$ cat config.mk
export PLATFORM = sky130hd
export DESIGN_NAME = s_verify
export DESIGN_NICKNAME = d
export VERILOG_FILES = /design/src/rtl/s_verify.sv
export SDC_FILE = /design/constraint.sdc
export NUM_CORES = 1
export LEC_CHECK = 0
export BUFFER_PORTS_ARGS = -buffer_cell sky130_fd_sc_hd__buf_2
export CAP_MARGIN = 40
export CORE_MARGIN = 4
export CORE_UTILIZATION = 35
export CTS_CLUSTER_DIAMETER = 60
export CTS_CLUSTER_SIZE = 25
export DETAILED_ROUTE_END_ITERATION = 8
export GPL_TIMING_DRIVEN = 0
export HOLD_SLACK_MARGIN = 0.15
export PLACE_DENSITY_LB_ADDON = 0.12
export SYNTH_ARGS = -nofsm -noshare
export SYNTH_HDL_FRONTEND = slang
export SYNTH_SLANG_ARGS = --single-unit
$ cat constraint.sdc
create_clock -name i_clk -period 1.75 [get_ports i_clk]
set_input_delay 0 -clock i_clk [delete_from_list [all_inputs] [get_ports i_clk]]
set_output_delay 0 -clock i_clk [all_outputs]
set_load 0.005 [all_outputs]
$ cat src/rtl/s_verify.sv
// s_verify: read-only checker for the 256-byte S memory.
// Sweeps addresses 0..DEPTH-1 through the shared s_mem read port and checks
// each entry against the identity fill (s[i] == i). Define S_VERIFY_PERM_EN
// to also build a permutation check (each byte value seen exactly once).
// Never writes: wren and wrdata are tied to zero.
module s_verify #(
  parameter int unsigned DEPTH  = 256,
  parameter int unsigned ADDR_W = 8,
  parameter int unsigned DATA_W = 8
) (
  input  logic              i_clk,
  input  logic              i_rst,
  input  logic              i_en,
  input  logic              i_mode,
  output logic              o_rdy,
  output logic [ADDR_W-1:0] o_addr,
  output logic [DATA_W-1:0] o_wrdata,
  output logic              o_wren,
  input  logic [DATA_W-1:0] i_q,
  output logic              o_pass,
  output logic [ADDR_W-1:0] o_mismatch_addr,
  output logic [DATA_W-1:0] o_mismatch_data,
  output logic [ADDR_W:0]   o_err_count
);

  typedef enum logic [1:0] {StIdle, StRead, StDrain} state_t;

  localparam logic [ADDR_W-1:0] LastAddr = ADDR_W'(DEPTH - 1);

  state_t            r_state;
  logic              r_rdy;
  logic [ADDR_W-1:0] r_addr;
  logic [ADDR_W-1:0] r_idx_d;    // address issued last cycle, pairs with i_q
  logic              r_first;    // first READ cycle: no read data yet
  logic              r_pass;
  logic [ADDR_W-1:0] r_mm_addr;
  logic [DATA_W-1:0] r_mm_data;
  logic [ADDR_W:0]   r_err_count;

  logic              w_cmp;
  logic              w_perm;
  logic              w_fail;
  logic              w_id_fail;
  logic              w_perm_fail;
  logic [ADDR_W:0]   w_err_next;

`ifdef S_VERIFY_PERM_EN
  logic              r_mode;
  logic [DEPTH-1:0]  r_bitmap;

  // Permutation failure: value already seen, or out of the bitmap's range
  always_comb begin
    w_perm      = r_mode;
    w_perm_fail = 1'b1;
    if (32'(i_q) < DEPTH) begin
      w_perm_fail = r_bitmap[i_q];
    end
  end
`else
  logic w_unused_mode;

  // Mode is ignored in the identity-only build
  always_comb begin
    w_perm        = 1'b0;
    w_perm_fail   = 1'b0;
    w_unused_mode = i_mode;
  end
`endif

  // Compare decision and saturating error count for the current read beat
  always_comb begin
    w_cmp      = ((r_state == StRead) && !r_first) || (r_state == StDrain);
    w_id_fail  = (i_q != DATA_W'(r_idx_d));
    w_fail     = w_cmp && (w_perm ? w_perm_fail : w_id_fail);
    w_err_next = r_err_count;
    if (w_fail && !(&r_err_count)) begin
      w_err_next = r_err_count + (ADDR_W + 1)'(1);
    end
  end

  // Scan FSM with registered outputs and result capture
  always_ff @(posedge i_clk) begin
    if (i_rst) begin
      r_state     <= StIdle;
      r_rdy       <= 1'b1;
      r_addr      <= '0;
      r_idx_d     <= '0;
      r_first     <= 1'b0;
      r_pass      <= 1'b0;
      r_mm_addr   <= '0;
      r_mm_data   <= '0;
      r_err_count <= '0;
`ifdef S_VERIFY_PERM_EN
      r_mode      <= 1'b0;
      r_bitmap    <= '0;
`endif
    end else begin
      r_idx_d <= r_addr;

      if (w_cmp) begin
        r_err_count <= w_err_next;
        // Only the first failing entry is recorded
        if (w_fail && (r_err_count == '0)) begin
          r_mm_addr <= r_idx_d;
          r_mm_data <= i_q;
        end
`ifdef S_VERIFY_PERM_EN
        if (32'(i_q) < DEPTH) begin
          r_bitmap[i_q] <= 1'b1;
        end
`endif
      end

      case (r_state)
        StIdle: begin
          if (i_en) begin
            r_state     <= StRead;
            r_rdy       <= 1'b0;
            r_addr      <= '0;
            r_first     <= 1'b1;
            r_pass      <= 1'b0;
            r_mm_addr   <= '0;
            r_mm_data   <= '0;
            r_err_count <= '0;
`ifdef S_VERIFY_PERM_EN
            r_mode      <= i_mode;
            r_bitmap    <= '0;
`endif
          end
        end
        StRead: begin
          r_first <= 1'b0;
          if (r_addr == LastAddr) begin
            r_state <= StDrain;
          end else begin
            r_addr <= r_addr + ADDR_W'(1);
          end
        end
        StDrain: begin
          r_state <= StIdle;
          r_rdy   <= 1'b1;
          r_addr  <= '0;
          r_pass  <= (w_err_next == '0);
        end
        default: begin
          r_state <= StIdle;
          r_rdy   <= 1'b1;
          r_addr  <= '0;
        end
      endcase
    end
  end

  assign o_rdy           = r_rdy;
  assign o_addr          = r_addr;
  assign o_wrdata        = '0;
  assign o_wren          = 1'b0;
  assign o_pass          = r_pass;
  assign o_mismatch_addr = r_mm_addr;
  assign o_mismatch_data = r_mm_data;
  assign o_err_count     = r_err_count;

endmodule

==> reports/summary.txt <==
1st-pass router iterations -> 4
Max Fanout on Critical Path -> 2
Critical path class -> reg -> reg
CP Data Arrival Time -> 2110 ps
Leakage Power -> 1.31 nW
Worst Skew -> 7.67 ps
Initial Util -> 0.365
Distinct cells, synth -> 41
Slowest CP cell -> dfxtp_4
Worst-skew pair later-pin latency -> 300 ps
Failing checks -> setup timing
Status -> finished with violations
Initial antenna violation count -> 0
Ant. Diodes -> 0
Final Hold Viols -> 0
Net count, final -> 327
CTS tree -> yes
Maximum clock path buffer count -> 2
Final number of setup-violating endpoints -> 16
Yosys warnings -> 0
Clock Sinks -> 46
# port buffers -> 45
Via density -> 4.55
Largest net degree at the start of global routing -> 15
Period minus WS final -> 1890 ps
P&R area growth vs syn -> 38.6%
Hold WS -> 450 ps
GRT overflow -> 0
Fin crit share -> 1.08
DP HPWL -> 3490 um
Final WS setup -> -137 ps
Wirelength per Cell -> 12.8 um
Startpoint types -> register
Post-Syn Instances -> 227
Power density over cell area -> 700 nW/um2
Setup TNS -> -854 ps
Post-DRT Antenna Nets -> 0
Worst min path class -> reg -> reg
Row count -> 28
Dpl ws -> -287 ps
TritonCTS buffer count -> 5
Syn_area_per_cell -> 9.57 um2
Most common cell after layout, fill and taps aside -> buf_2
Maximum vdd drop -> 0.324 mV
Seq/Total Area, Yosys -> 0.424
Worst path cell trace -> ha_4 -> and3_4 -> nand2_4 -> nor2_4 -> ha_4 -> nor2_2 -> nand4_1 -> nor4b_2 -> nor2_1 -> a21oi_1
Reg clk slew, reported paths -> 80 ps
Placer congestion estimate -> 0.765
Gr usage total -> 0.136
Commonest cells after routing, fill and taps aside -> 47 x buf_2, 39 x dfxtp_1, 37 x nor2_1
Pins Over Slew Limit -> 0
Vias after detailed routing -> 1,759
Clock root buffer -> clkbuf_8
Die Wd -> 86.8 um
RSZ-0062 raised after global routing -> yes
Share of cells above drive strength 1 -> 0.381
WP data required -> 1970 ps
Global-route wire length before repair -> 8070 um
Die height -> 86.8 um
Core area -> 5960 um2
Post-synthesis cell area -> 2170 um2
CTS H-Tree Depth -> 2
Slowest cell delay on critical path -> 370 ps
Critical path's most frequent cell -> ha_4
Vias in the first global route -> 1,706
Die footprint -> 7530 um2
WL final -> 4940 um
Max Clk Rate -> 0.530 GHz
Worst Setup End Kind -> register
Number of max-cap violations -> 0
DR DRC count -> 0
Count of state elements after synthesis -> 46
DRT iter0 DRCs -> 36
I/O pin cnt -> 56
[worst max-delay path: cells and delay by family (launching register included)]
kind / cells / cell delay (ps)
AO/OA/AOI/OAI: 1 / 130
adder cells (fa/ha/maj): 2 / 330
flip-flops: 1 / 370
AND/OR/NAND/NOR: 7 / 990
[cells by family (layout without fill, tap and decap cells)]
logic type,after synthesis,in the layout,share of synthesized area
compound gates,19,19,0.0611
fa+ha+maj,4,4,0.0230
flops,46,46,0.424
mux,18,18,0.0835
simple gates,96,96,0.242
xor+xnor,24,24,0.0968
other cells,1,9,0.00173
buf+inv,19,96,0.0680
[path summary, 6_finish.rpt]
check	start	endpoint	slack [ps]	cells past startpoint
worst max-delay path	o_err_count[0]$_SDFF_PP0_	o_pass$_SDFFE_PP0P_	-140	10
worst min-delay path	o_rdy$_SDFFE_PP1P_	o_rdy$_SDFFE_PP1P_	450	2
worst min register to register	o_rdy$_SDFFE_PP1P_	o_rdy$_SDFFE_PP1P_	450	2
worst max register to register	o_err_count[0]$_SDFF_PP0_	o_pass$_SDFFE_PP0P_	-140	10
[synthesized netlist by cell type]
library cell,n,area share
nor3b_1,2,0.0069
clkbuf_1,1,0.0017
nand2_1,12,0.021
bufbuf_8,1,0.0086
and4b_1,1,0.0046
o21a_1,1,0.0035
nand3_1,4,0.0092
mux2_2,1,0.0052
buf_2,2,0.0046
o21a_2,1,0.0040
buf_12,1,0.0092
xnor2_1,4,0.016
nand4_1,7,0.020
nor3_1,3,0.0069
a211oi_1,1,0.0035
a31oi_1,2,0.0058
buf_4,10,0.035
mux2i_1,17,0.078
dlygate4sd1_1,1,0.0040
inv_1,3,0.0052
a211oi_2,1,0.0058
nand3_2,1,0.0046
nor2b_1,8,0.023
and2_1,1,0.0029
dfxtp_1,46,0.42
ha_1,4,0.023
xor2_1,20,0.081
nor4_4,3,0.029
o21bai_1,2,0.0069
nor3b_2,1,0.0058
or3_1,1,0.0029
nand2b_1,3,0.0086
o21ai_0,3,0.0069
a21boi_0,1,0.0035
conb_1,1,0.0017
and3_1,5,0.014
nor2_1,41,0.071
a21oi_1,6,0.014
a21oi_4,1,0.0075
nor4b_1,2,0.0081
or2_1,1,0.0029
[per-stage QoR]
stage | power (mW) | area (um2) | utilization | std cells
2_1_floorplan | 1.26 | 2230 | - | 235
3_5_place_dp | 1.32 | 2550 | 0.429 | 355
3_3_place_gp | 1.32 | 2550 | 0.429 | 355
4_1_cts | 2.12 | 2950 | 0.496 | 385
5_1_grt | 2.21 | 3010 | 0.505 | 387
6_report | 2.11 | 3010 | 0.505 | 387
[flip-flops by register name, indices dropped and copies added (netlist names), 2 cells and up]
name and flops:
r_idx_d 8, o_addr 8, r_state 2, o_err_count 9, o_mismatch_data 8, o_mismatch_addr 8
[where the power goes]
group	switching (mW)	leakage [nW]	internal (mW)
clock	0.370	0.0496	0.369
sequential	0.0129	0.376	1.06
combinational	0.137	0.882	0.156
total	0.520	1.31	1.59
[timing repair]
action	in CTS	in global routing
gates resized for setup	26	14
endpoints found under the hold margin	15	0
hold buffers	10	0
pin swaps	13	16
setup buffers	10	3
setup endpoints to repair	26	33
gates cloned	2	0
[metal layers]
layer | vias to the layer above | GRT usage | wire (um)
li1 | 924 | - | -
met1 | 792 | 0.175 | 2390
met2 | 36 | 0.221 | 2260
met3 | 7 | 0.0380 | 225
met4 | 0 | 0.0382 | 63
met5 | - | 0 | 0
[cell type report]
type                    instances  area (um2)
flip-flops and latches         46         935
inverters                       3        13.8
repair buffers                 69         473
clock inverters                 1        7.51
clock buffers                   7        97.6
well taps                      75        93.8
plain buffers                  16         143
fillers                       587        2950
multi-input cells             170        1250
No activity file was read; power rests on OpenSTA's default activity.
